**src/rtl/uart_baud_gen.sv**
```systemverilog
// uart_baud_gen: baud/acquisition tick generator with two-level fractional
// compensation. Error is spread first across the acquisition points of a
// bit (normal points, then compensated points) and then across the bits of
// a frame (POS bits are one clock per compensated point longer, NEG bits
// one clock shorter). Configuration is shadowed and only reloads at an
// enable start, on Restart_i, or at the end of a frame.
module uart_baud_gen #(
  parameter int CNT_W      = 13,
  parameter int OSR_W      = 4,
  parameter int FRAME_BITS = 11
) (
  input  logic                 clk,
  input  logic                 rst,
  input  logic                 BaudEn_i,
  input  logic                 Restart_i,
  input  logic [CNT_W-1:0]     AcqPeriod_i,
  input  logic [2*OSR_W-1:0]   PosComp_i,
  input  logic [2*OSR_W-1:0]   NegComp_i,
  input  logic [7:0]           FrameComp_i,
  output logic                 AcqSig_o,
  output logic                 BaudSig_o,
  output logic                 MidSig_o,
  output logic                 FrameSig_o,
  output logic [3:0]           BitIndex_o,
  output logic                 CfgErr_o
);
  localparam int PW = OSR_W + 1;   // point index / bit length width
  localparam int TW = CNT_W + 1;   // clock counter must reach P+1

  // Shadowed configuration. FrameComp is consumed straight into the
  // per-frame type counters at load time, so it needs no separate copy.
  logic [CNT_W-1:0]   r_per;
  logic [2*OSR_W-1:0] r_pos_cfg, r_neg_cfg;
  logic               r_err;

  logic               r_en_d;
  logic [TW-1:0]      r_cnt;
  logic [PW-1:0]      r_pt;
  logic [3:0]         r_bit, r_pos_left, r_neg_left;
  logic               r_acq, r_mid, r_baud, r_frm;

  logic               w_start, w_load, w_type_pos, w_in_comp;
  logic [2*OSR_W-1:0] w_comp;
  logic [PW-1:0]      w_hi, w_lo, w_len;
  logic [PW:0]        w_len1, w_mid_idx;
  logic [TW-1:0]      w_per_x, w_term;
  logic               w_pt_end, w_bit_end, w_mid, w_last_bit, w_frm_end;
  logic               w_err_nxt;

  // Decode the current bit type, point period and tick conditions
  always_comb begin
    w_start    = BaudEn_i & (~r_en_d | Restart_i);
    w_type_pos = r_pos_left > r_neg_left;   // tie selects NEG
    w_comp     = w_type_pos ? r_pos_cfg : r_neg_cfg;
    w_hi       = {1'b0, w_comp[2*OSR_W-1:OSR_W]};
    w_lo       = {1'b0, w_comp[OSR_W-1:0]};
    w_len      = w_hi + w_lo;
    w_in_comp  = r_pt >= w_hi;               // normal points come first
    w_per_x    = {1'b0, r_per};
    // Terminal count is period-1: normal P, POS comp P+1, NEG comp P-1
    w_term     = w_in_comp ? (w_type_pos ? w_per_x + TW'(1) : w_per_x - TW'(1))
                           : w_per_x;
    w_pt_end   = r_cnt == w_term;
    w_bit_end  = w_pt_end & (r_pt == w_len - PW'(1));
    w_len1     = {1'b0, w_len} + (PW+1)'(1);
    w_mid_idx  = (w_len1 >> 1) - (PW+1)'(1);
    w_mid      = w_pt_end & ({1'b0, r_pt} == w_mid_idx);
    w_last_bit = r_bit == 4'(FRAME_BITS-1);
    w_frm_end  = w_bit_end & w_last_bit;
    w_load     = w_start | w_frm_end;
    // Validity of the configuration about to be shadowed
    w_err_nxt  = (AcqPeriod_i == '0) | (PosComp_i == '0) | (NegComp_i == '0) |
                 (({1'b0, FrameComp_i[7:4]} + {1'b0, FrameComp_i[3:0]}) != 5'(FRAME_BITS));
  end

  // Shadow load, point/bit/type counters and registered tick outputs
  always_ff @(posedge clk or posedge rst) begin
    if (rst) begin
      r_per      <= '0;
      r_pos_cfg  <= '0;
      r_neg_cfg  <= '0;
      r_err      <= 1'b0;
      r_en_d     <= 1'b0;
      r_cnt      <= '0;
      r_pt       <= '0;
      r_bit      <= '0;
      r_pos_left <= '0;
      r_neg_left <= '0;
      r_acq      <= 1'b0;
      r_mid      <= 1'b0;
      r_baud     <= 1'b0;
      r_frm      <= 1'b0;
    end else if (!BaudEn_i) begin
      // Disabled: everything but the shadow returns to idle, no bit completion
      r_en_d     <= 1'b0;
      r_err      <= 1'b0;
      r_cnt      <= '0;
      r_pt       <= '0;
      r_bit      <= '0;
      r_pos_left <= '0;
      r_neg_left <= '0;
      r_acq      <= 1'b0;
      r_mid      <= 1'b0;
      r_baud     <= 1'b0;
      r_frm      <= 1'b0;
    end else begin
      r_en_d <= 1'b1;
      if (w_load) begin
        r_per      <= AcqPeriod_i;
        r_pos_cfg  <= PosComp_i;
        r_neg_cfg  <= NegComp_i;
        r_pos_left <= FrameComp_i[7:4];
        r_neg_left <= FrameComp_i[3:0];
        r_err      <= w_err_nxt;
        r_bit      <= '0;
      end
      if (w_start) begin
        // Restart wins over any tick due at this edge
        r_cnt  <= '0;
        r_pt   <= '0;
        r_acq  <= 1'b0;
        r_mid  <= 1'b0;
        r_baud <= 1'b0;
        r_frm  <= 1'b0;
      end else begin
        // Ticks are gated by the error state that governed this frame
        r_acq  <= w_pt_end  & ~r_err;
        r_mid  <= w_mid     & ~r_err;
        r_baud <= w_bit_end & ~r_err;
        r_frm  <= w_frm_end & ~r_err;
        if (w_pt_end) begin
          r_cnt <= '0;
          r_pt  <= w_bit_end ? '0 : r_pt + PW'(1);
        end else begin
          r_cnt <= r_cnt + TW'(1);
        end
        if (w_bit_end && !w_last_bit) begin
          r_bit <= r_bit + 4'd1;
          if (w_type_pos) r_pos_left <= r_pos_left - 4'd1;
          else            r_neg_left <= r_neg_left - 4'd1;
        end
      end
    end
  end

  assign AcqSig_o   = r_acq;
  assign BaudSig_o  = r_baud;
  assign MidSig_o   = r_mid;
  assign FrameSig_o = r_frm;
  assign BitIndex_o = r_bit;
  assign CfgErr_o   = r_err;
endmodule

```
**config.mk**
```make
export PLATFORM = sky130hd
export DESIGN_NAME = uart_baud_gen
export DESIGN_NICKNAME = d
export VERILOG_FILES = /design/src/rtl/uart_baud_gen.sv
export SDC_FILE = /design/constraint.sdc
export NUM_CORES = 1
export LEC_CHECK = 0
export CORE_MARGIN = 2
export CORE_UTILIZATION = 35
export DETAILED_ROUTE_END_ITERATION = 6
export MAX_ROUTING_LAYER = met4
export PLACE_DENSITY_LB_ADDON = 0.08
export SLEW_MARGIN = 20
export SYNTH_ARGS = -nofsm -noshare
export SYNTH_HDL_FRONTEND = slang
export SYNTH_SLANG_ARGS = --single-unit
```
**constraint.sdc**
```tcl
create_clock -name clk -period 10.5 [get_ports clk]
set_clock_uncertainty 0.1 [all_clocks]
set_input_delay 2.1 -clock clk [delete_from_list [all_inputs] [get_ports clk]]
set_output_delay 2.1 -clock clk [all_outputs]
set_load 0.005 [all_outputs]
```
# ---- Word-level counts from Yosys, hierarchy flattened
# Cells that the tools add are included.
# Widths: inputs -> output; s select.
dict set report word_totals {
  regBits 66
  inputBits 41
  out_inout_bits 9
}
dict set report op_classes {
  addsub 12
  order_cmp 2
  n_eq_ne 7
  n_mux 35
  n_bitwise 15
  reduce_logical 6
}
# operator count
set op_table {}
lappend op_table {{$mux 14} 5}
lappend op_table {{$mux 4} 14}
lappend op_table {{$mux 5} 4}
lappend op_table {{$logic_not 8->1} 2}
lappend op_table {{$add 13x1->14 const B} 1}
lappend op_table {{$add 14x1->14 const B} 1}
lappend op_table {{$eq 14x14->1} 1}
lappend op_table {{$sub 13x1->14 const B} 1}
lappend op_table {{$logic_not 13->1} 1}
lappend op_table {{$mux 1} 11}
lappend op_table {{$add 4x4->5} 2}
lappend op_table {{$and 1x1->1} 8}
lappend op_table {{$mux 8} 1}
lappend op_table {{$sub 4x1->4 const B} 2}
lappend op_table {{$add 5x1->6 const B} 1}
lappend op_table {{$eq 5x6->1} 1}
lappend op_table {{$sub 5x1->6 const B} 1}
lappend op_table {{$add 5x1->5 const B} 1}
lappend op_table {{$eq 5x5->1} 1}
lappend op_table {{$ge 5x4->1} 1}
lappend op_table {{$ne 5x4->1 const B} 1}
lappend op_table {{$or 1x1->1} 5}
lappend op_table {{$sub 5x1->5 const B} 1}
lappend op_table {{$add 4x1->4 const B} 1}
lappend op_table {{other kinds (8)} 9}

# ---- Longest topological paths before layout
# Gate-level depths: netlist of run 1.
dict set report logic_depth {
  ltp_word 13
  ltp_mapped 24
}

# ---- Worst setup path before layout of run 1
# Ideal clock, no wire load.
dict set report synth_path {
  path_kind {register to register}
  from {register r_pos_left[3]}
  to {register r_bit[3] (netlist: BitIndex_o[3])}
  setup_time_ns 0.082
  t_arrival_ns 5.093
  required_ns 10.318
  path_slack_ns 5.225
  stages_incl_launch_ff 19
  cell_sequence {dfrtp_1 ha_1 a21oi_1 o21ai_0 nand2_1 buf_1 mux2_2 ha_1 fa_1 inv_1 ha_1 nor4b_1 o211ai_1 a31oi_1 o21ai_1 nor3b_1 nand4_1 or4b_2 a31oi_1}
}
dict set report synth_between {
  elab_chain_len 12
  word_cells_on_any_way 17
  cone_classes {2 x add/sub; 2 x order compare; 2 x eq/ne; 7 x mux; 3 x bitwise; 1 x reduce/logical}
}
# item line
set synth_lines {}
lappend synth_lines {{start: declaration} 39} ;# logic [3:0] r_bit, r_pos_left, r_neg_left;
lappend synth_lines {{start signal: assignment} 112} ;# r_pos_left <= FrameComp_i[7:4];
lappend synth_lines {{start signal: assignment} 139} ;# if (w_type_pos) r_pos_left <= r_pos_left - 4'd1;
lappend synth_lines {{$gt 4x4->1 *} 53} ;# w_type_pos = r_pos_left > r_neg_left;
lappend synth_lines {{$mux 8} 54} ;# w_comp = w_type_pos ? r_pos_cfg : r_neg_cfg;
lappend synth_lines {{$add 4x4->5 / $ge 5x4->1 (equally long branches)} {57, 58}}
lappend synth_lines {{$sub 5x1->5 / $mux 14 (equally long branches)} {64, 61}}
lappend synth_lines {{$eq 5x5->1 / $eq 14x14->1 (equally long branches)} {64, 63}}
lappend synth_lines {{$and 1x1->1 *} 64} ;# w_bit_end = w_pt_end & (r_pt == w_len - PW'(1));
lappend synth_lines {{$and 1x1->1} 69} ;# w_frm_end = w_bit_end & w_last_bit;
lappend synth_lines {{$or 1x1->1} 70} ;# w_load = w_start | w_frm_end;
lappend synth_lines {{$mux 4} 108} ;# if (w_load) begin
lappend synth_lines {{$mux 4} 137} ;# if (w_bit_end && !w_last_bit) begin
lappend synth_lines {{$mux 4 *} 117} ;# if (w_start) begin
lappend synth_lines {{$mux 4 *} 93} ;# end else if (!BaudEn_i) begin
lappend synth_lines {{end signal: assignment} 138} ;# r_bit <= r_bit + 4'd1;
lappend synth_lines {{end: declaration} 39}
# Mark *: on every way between the ends. The rest lies on a longest branch, timed or not.
# A chain may end at the register's enable or synchronous reset.

# ---- Worst setup path in the final report of run 1
# Same ends and word-level chain as after synthesis.

==> results of run 1 <==
## synthesized netlist by cell type, types with 4 or more instances
library cell	number
inv_1	36
o21a_1	6
nand3_1	26
clkbuf_1	17
a31oi_1	6
mux2_1	19
a21oi_1	33
ha_1	38
and2_1	4
nor2_1	42
nand4_1	11
nor4_1	8
o21ai_0	25
xor2_1	26
nor3_1	16
or3_1	9
mux2_2	6
nand2_1	34
a41oi_1	4
dfrtp_1	66
mux2_4	10
xnor2_1	30
mux2i_1	8
a211oi_1	5
and3_1	4
nand2b_1	7
## flip-flops by register name, indices dropped and copies added, names as in the netlist
signal	cells
CfgErr_o	1
BitIndex_o	4
r_per	13
FrameSig_o	1
r_cnt	14
r_pos_cfg	8
r_pos_left	4
r_en_d	1
BaudSig_o	1
MidSig_o	1
AcqSig_o	1
r_neg_cfg	8
r_neg_left	4
r_pt	5
## routing by layer
layer / vias to the layer above / track usage [%]
li1: 2094 / -
met1: 2065 / 24.0
met2: 87 / 30.9
met3: 29 / 4.36
met4: 0 / 7.71
met5: - / -
## per-stage QoR
stage	cell area, um^2	total power [W]
6_report	6080	0.00115
5_1_grt	6080	0.00124
4_1_cts	6080	0.00116
3_5_place_dp	5770	0.000839
3_3_place_gp	5770	0.000831
2_1_floorplan	5140	0.000708
## kinds of logic after synthesis
logic type | Yosys count
muxes | 43
DFF | 66
buffers and inverters | 59
xor gates and xnor gates | 56
AOI/OAI and AO/OA | 114
adders and majority gates | 41
and+or+nand+nor | 181
## power breakdown
part	switching, W	internal, W
clock network	0.000113	0.000203
registers	0.0000169	0.000272
logic	0.000317	0.000231
## cell type report
type | instances | area, um^2
Fill cell | 1448 | 8340
Multi-Input combinational cell | 435 | 3250
Clock inverter | 4 | 48.8
Clock buffer | 12 | 267
Inverter | 36 | 135
Tap cell | 184 | 230
Timing Repair Buffer | 51 | 505
Sequential cell | 66 | 1650
## worst max-delay path by stage
stage	endpoint	slack [ps]	cells after the start
floorplan	BitIndex_o[3]	5230	18
global placement	BitIndex_o[3]	4410	20
detailed placement	BitIndex_o[3]	4370	19
global route	BitIndex_o[3]	3780	19
finish	BitIndex_o[3]	4340	20
CTS	BitIndex_o[3]	4310	19
## worst max-delay path, cell delays in order (launching register included)
cell      delay (ps)
dfrtp_1          400
ha_1             340
a21oi_1          170
o21ai_0          100
nand2_1           60
buf_4            320
inv_1            330
mux2i_1          300
inv_1            120
fa_1             720
inv_1            110
ha_1             260
o21bai_1         170
a21oi_1          140
o21ai_0          100
a31oi_1          160
o21ai_1          290
nor3b_1          290
nand4_1          560
or4b_2           830
a31oi_1          180
==> reports/metrics.csv, run 1 <==
stage,metric,value,unit
clock_network,cts-root-buf,clkbuf_16,
routing,ant_nets,0,
critical_path,cp-start-kind,register,
routing,routed-wl-met2,6.57,mm
power,powerDensity,189,nW/um^2
place,pre_cts_ws,4370,ps
yosys,synth_top_family_by_area,simple AND/OR/NAND/NOR gates,
grt,grt_pass1_wl,23.5,mm
worst_hold_path,worstHoldStart,r_neg_cfg[2],
power,p_leak,2.51,nW
routing,wl,13.9,mm
clock_network,ctsHtreeMaxLevel,3,
yosys,synth-seq-cells,66,
clock_network,cts_num_sinks,66,
timing,fin_crit,6160,ps
routing,top_layer,met4,
grt,grt_max_degree,67,
cells_and_area,drive_above_1_share,7.45,%
timing,rsz0062_at_grt,false,
flow_run,drv_cap,0,
critical_path,worst-setup-path-type,reg -> reg,
yosys,synth_cells,560,
timing,maxSlewHeadroom,40.0,%
yosys,ys_warn_count,0,
timing,fmaxAchievable,162,MHz
routing,vias,4275,
cells_and_area,post-route-util,42.2,%
timing,finalSetupTns,0,ps
critical_path,worstSetupStartpoint,r_pos_left[3],
critical_path,r2r_end,BitIndex_o[3],
worst_hold_path,worstHoldEndpoint,r_neg_cfg[2],
grt,antenna_found_initial,0,
place,dp_hpwl,10.7,mm
routing,avgViaCountPerCell,5.43,
timing,setup_ws,4340,ps
floorplanning,die-area,15700,um^2
run_status,status,finished clean,
clock_network,insertion_delay,340,ps
cells_and_area,syn2layout_area_growth,18.4,%
routing,drt_iter0_markers,191,
floorplanning,ios,50,
worst_hold_path,min_delay_path_depth,1,
worst_hold_path,hold_class,reg -> reg,
grt,grt_pass1_vias,4402,
yosys,ys_seq_area_share,32.2,%
yosys,synth_simple_gate_area_share,18.2,%
yosys,synth.mux.area_fraction,9.96,%
critical_path,critPathMaxFanout,26,
routing,post_drt_wl_per_cell,17.7,um
floorplanning,start_util,35.6,%
yosys,synth_fp_nets,642,
yosys,synth_xor_area_share,9.55,%
clock_network,clockBufferDepth,2,
timing,worst-slew-pin-transition,900,ps
clock_network,cts.clk_slew.worst_paths,60,ps
floorplanning,fp.dieH,125,um
critical_path,r2r_slack,4340,ps
cells_and_area,final_common_cell,dfrtp_1,
clock_network,post_cts_buffers,0,
clock_network,cts_tree,yes,
grt,grt-ovfl-total,0,
yosys,syn_area,5140,um^2
yosys,synth_compound_area_share,15.0,%
timing,drv_slew,0,
yosys,syn_avg_cell_area,9.17,um^2
critical_path,reg2reg_depth,20,
timing,timing.hold.ws,392,ps
routing,wl_met1,6.42,mm
yosys,yosysUniqueCellTypes,68,
clock_network,ctsResizeCount,0,
critical_path,cp-end-kind,register,
yosys,synth.top_cells.by_area,"dfrtp_1 32%, ha_1 9.3%, xnor2_1 5.1%, xor2_1 4.4%, mux2_1 4.2%",
clock_network,cts_buffers,9,
timing,post-route-period-util,58.7,%
routing,route.detailed.drc,0,
place,io_buffers,49,
cells_and_area,stdcell_count,788,
floorplanning,core.rowCount,44,
timing,finalSetupViolCount,0,
cells_and_area,antenna_cells,0,
clock_network,cts_hold_buf,0,
critical_path,r2r-start,r_pos_left[3],
critical_path,arrival,6310,ps
critical_path,required,10650,ps
floorplanning,core,14400,um^2
routing,first_pass_iters,5,
place,globalplace.congestion,0.889,
yosys,synth-adder-area-share,10.4,%
floorplanning,die_w,125,um
yosys,ys.flop_type,dfrtp_1,
yosys,synth_edf_count,0,
yosys,yosysTopAreaCell,dfrtp_1,
routing,wl_met3,473,um
yosys,synthArstFlopShare,100,%
power,ir_drop,0.184,mV
timing,finalHoldViolations,0,
cells_and_area,nets,681,
cells_and_area,layout_common_cells,"66 x dfrtp_1, 49 x clkdlybuf4s50_1, 42 x nor2_1",
place,placed_cells,772,
grt,grt_util_all_layers,19.4,%
yosys,synth_top_area_share,32.2,%
Note: power is estimated with default switching activity, not from simulation.
==> run 2: changes to the inputs <==
==> constraint.sdc (replaced) <==
create_clock -name clk -period 5.2 [get_ports clk]
set_clock_uncertainty 0.1 [all_clocks]
set_input_delay 1.04 -clock clk [delete_from_list [all_inputs] [get_ports clk]]
set_output_delay 1.04 -clock clk [all_outputs]
set_load 0.005 [all_outputs]
==> reports/metrics.csv, run 2 (same netlist as run 1, synthesis figures left out) <==
stage,metric,value,unit,change
floorplanning,start_util,35.6,%,unchanged
routing,route.detailed.drc,0,,unchanged
floorplanning,die-area,15700,um^2,unchanged
clock_network,cts-root-buf,clkbuf_16,,
timing,finalHoldViolations,0,,unchanged
floorplanning,core,14400,um^2,unchanged
worst_hold_path,hold_class,reg -> reg,,
flow_run,drv_cap,0,,unchanged
clock_network,cts_buffers,9,,unchanged
cells_and_area,reg_top3,"r_cnt: 14 flops, r_per: 13 flops",,
routing,first_pass_iters,5,,unchanged
routing,vias,4316,,+0.96%
grt,grt_util_all_layers,18.9,%,-0.54 points
timing,worst-slew-pin-transition,830,ps,-69.7 ps
clock_network,clockBufferDepth,2,,unchanged
grt,grt_max_degree,48,,-28%
grt,grt_pass1_wl,22.8,mm,-3.2%
routing,ant_nets,0,,unchanged
clock_network,cts_tree,yes,,
timing,finalSetupViolCount,0,,unchanged
critical_path,arrival,4970,ps,-1340 ps
cells_and_area,final_common_cell,dfrtp_1,,
cells_and_area,stdcell_count,804,,+2.0%
power,p_leak,2.57,nW,+2.4%
grt,grt-ovfl-total,0,,unchanged
floorplanning,die_w,125,um,unchanged
cells_and_area,antenna_cells,0,,unchanged
critical_path,critPathMaxFanout,14,,-46%
clock_network,cts.clk_slew.worst_paths,50,ps,about the same
place,dp_hpwl,10.7,mm,+0.55%
grt,grt_pass1_vias,4288,,-2.6%
grt,antenna_found_initial,0,,unchanged
critical_path,cp-end-kind,register,,
timing,post-route-period-util,92.9,%,+34 points
clock_network,cts_hold_buf,0,,unchanged
timing,fin_crit,4830,ps,-1330 ps
cells_and_area,drive_above_1_share,10.3,%,+2.9 points
floorplanning,ios,50,,unchanged
timing,drv_slew,0,,unchanged
place,placed_cell_area,5850,um^2,+1.4%
routing,post_drt_wl_per_cell,17.3,um,-1.9%
critical_path,cp-start-kind,register,,
cells_and_area,layout_common_cells,"66 x dfrtp_1, 49 x clkdlybuf4s50_1, 41 x nor2_1",,
routing,avgViaCountPerCell,5.37,,-1.1%
critical_path,r2r-start,r_neg_left[1],,
power,powerDensity,382,nW/um^2,+100%
routing,drt_iter0_markers,309,,+62%
cells_and_area,top_register,r_cnt,,
routing,wl,13.9,mm,+0.11%
timing,fmaxAchievable,207,MHz,+28%
cells_and_area,syn2layout_area_growth,20.8,%,
worst_hold_path,worstHoldStart,r_neg_cfg[6],,
critical_path,worst-setup-path-type,reg -> reg,,
critical_path,worstSetupStartpoint,r_neg_left[1],,
power,ir_drop,0.328,mV,+78%
cells_and_area,fin_area,6210,um^2,+2.0%
cells_and_area,largest_register_ffs,14,,unchanged
power,finalPower,0.00237,W,+110%
floorplanning,fp.dieH,125,um,unchanged
critical_path,required,5340,ps,-5310 ps
floorplanning,core.rowCount,44,,unchanged
place,placed_cells,783,,+1.4%
place,globalplace.congestion,0.923,,+3.9%
run_status,status,finished clean,,
clock_network,ctsHtreeMaxLevel,3,,unchanged
clock_network,insertion_delay,340,ps,about the same
place,io_buffers,49,,unchanged
clock_network,cts_num_sinks,66,,unchanged
timing,maxSlewHeadroom,44.6,%,+4.6 points
cells_and_area,nets,697,,+2.3%
## run 2: layer usage
metal / GRT usage (%) / vias to the layer above / wire, um
met5: - / - / 0
met4: 7.84 / 0 / 362
met1: 24.2 / 2058 / 6560
met2: 29.5 / 106 / 6540
li1: - / 2132 / -
met3: 3.25 / 20 / 475
## run 2: final cells by class
type | count | area (um^2)
clock buffer | 14 | 264
clock inverter | 2 | 35.0
fill | 1410 | 8220
inverter | 36 | 136
multi-input combinational | 435 | 3260
sequential | 66 | 1650
tap | 184 | 230
timing repair buffer | 67 | 626
## run 2: worst paths after layout
path                                 endpoint  slack (ps)  depth (start not counted)
max in group asynchronous       BitIndex_o[1]        3150                          3
worst max-delay path            r_neg_left[1]         370                         19
min in group asynchronous        r_neg_cfg[5]        1070                          2
worst min-delay path             r_neg_cfg[6]         390                          1
worst min register to register   r_neg_cfg[6]         390                          1
worst max register to register  r_neg_left[1]         370                         19
## run 2: stage by stage
step	utilization (%)	hold WS (ps)	worst slack (ps)	TNS, ps
floorplan	-	359	224	0
global placement	40.6	378	107	0
detailed placement	40.6	379	6.34	0
CTS	42.7	391	70.1	0
global route	43.0	416	-5.63	-8.29
finish	43.0	389	370	0
## run 2: where the power goes
| group | total (W) | internal [W] | leakage, nW | switching [W] |
|---|---|---|---|---|
| sequential | 0.000584 | 0.000549 | 0.845 | 0.0000342 |
| combinational | 0.00117 | 0.000515 | 1.58 | 0.000652 |
| clock | 0.000621 | 0.000397 | 0.147 | 0.000224 |
## run 2: worst max-delay path, stage by stage (launching register included)
cell and delay [ps]:
dfrtp_1 390, inv_1 80, ha_1 300, a21oi_1 60, o21ai_0 200, nand2_2 170, buf_4 240, ha_1 370
nand2b_1 160, a21oi_1 120, o311ai_0 660, a2111oi_0 220, nand3b_1 250, xnor2_1 160, buf_4 160, nand4_4 100
buf_4 200, o32ai_1 420, mux2i_1 140, a211oi_1 240
## run 2: timing repair
| item | CTS | global route |
|---|---|---|
| pin swaps | 0 | 2 |
| endpoints found under the setup margin | 2 | 42 |
| buffers inserted | 0 | 5 |
| gates resized for setup | 1 | 5 |
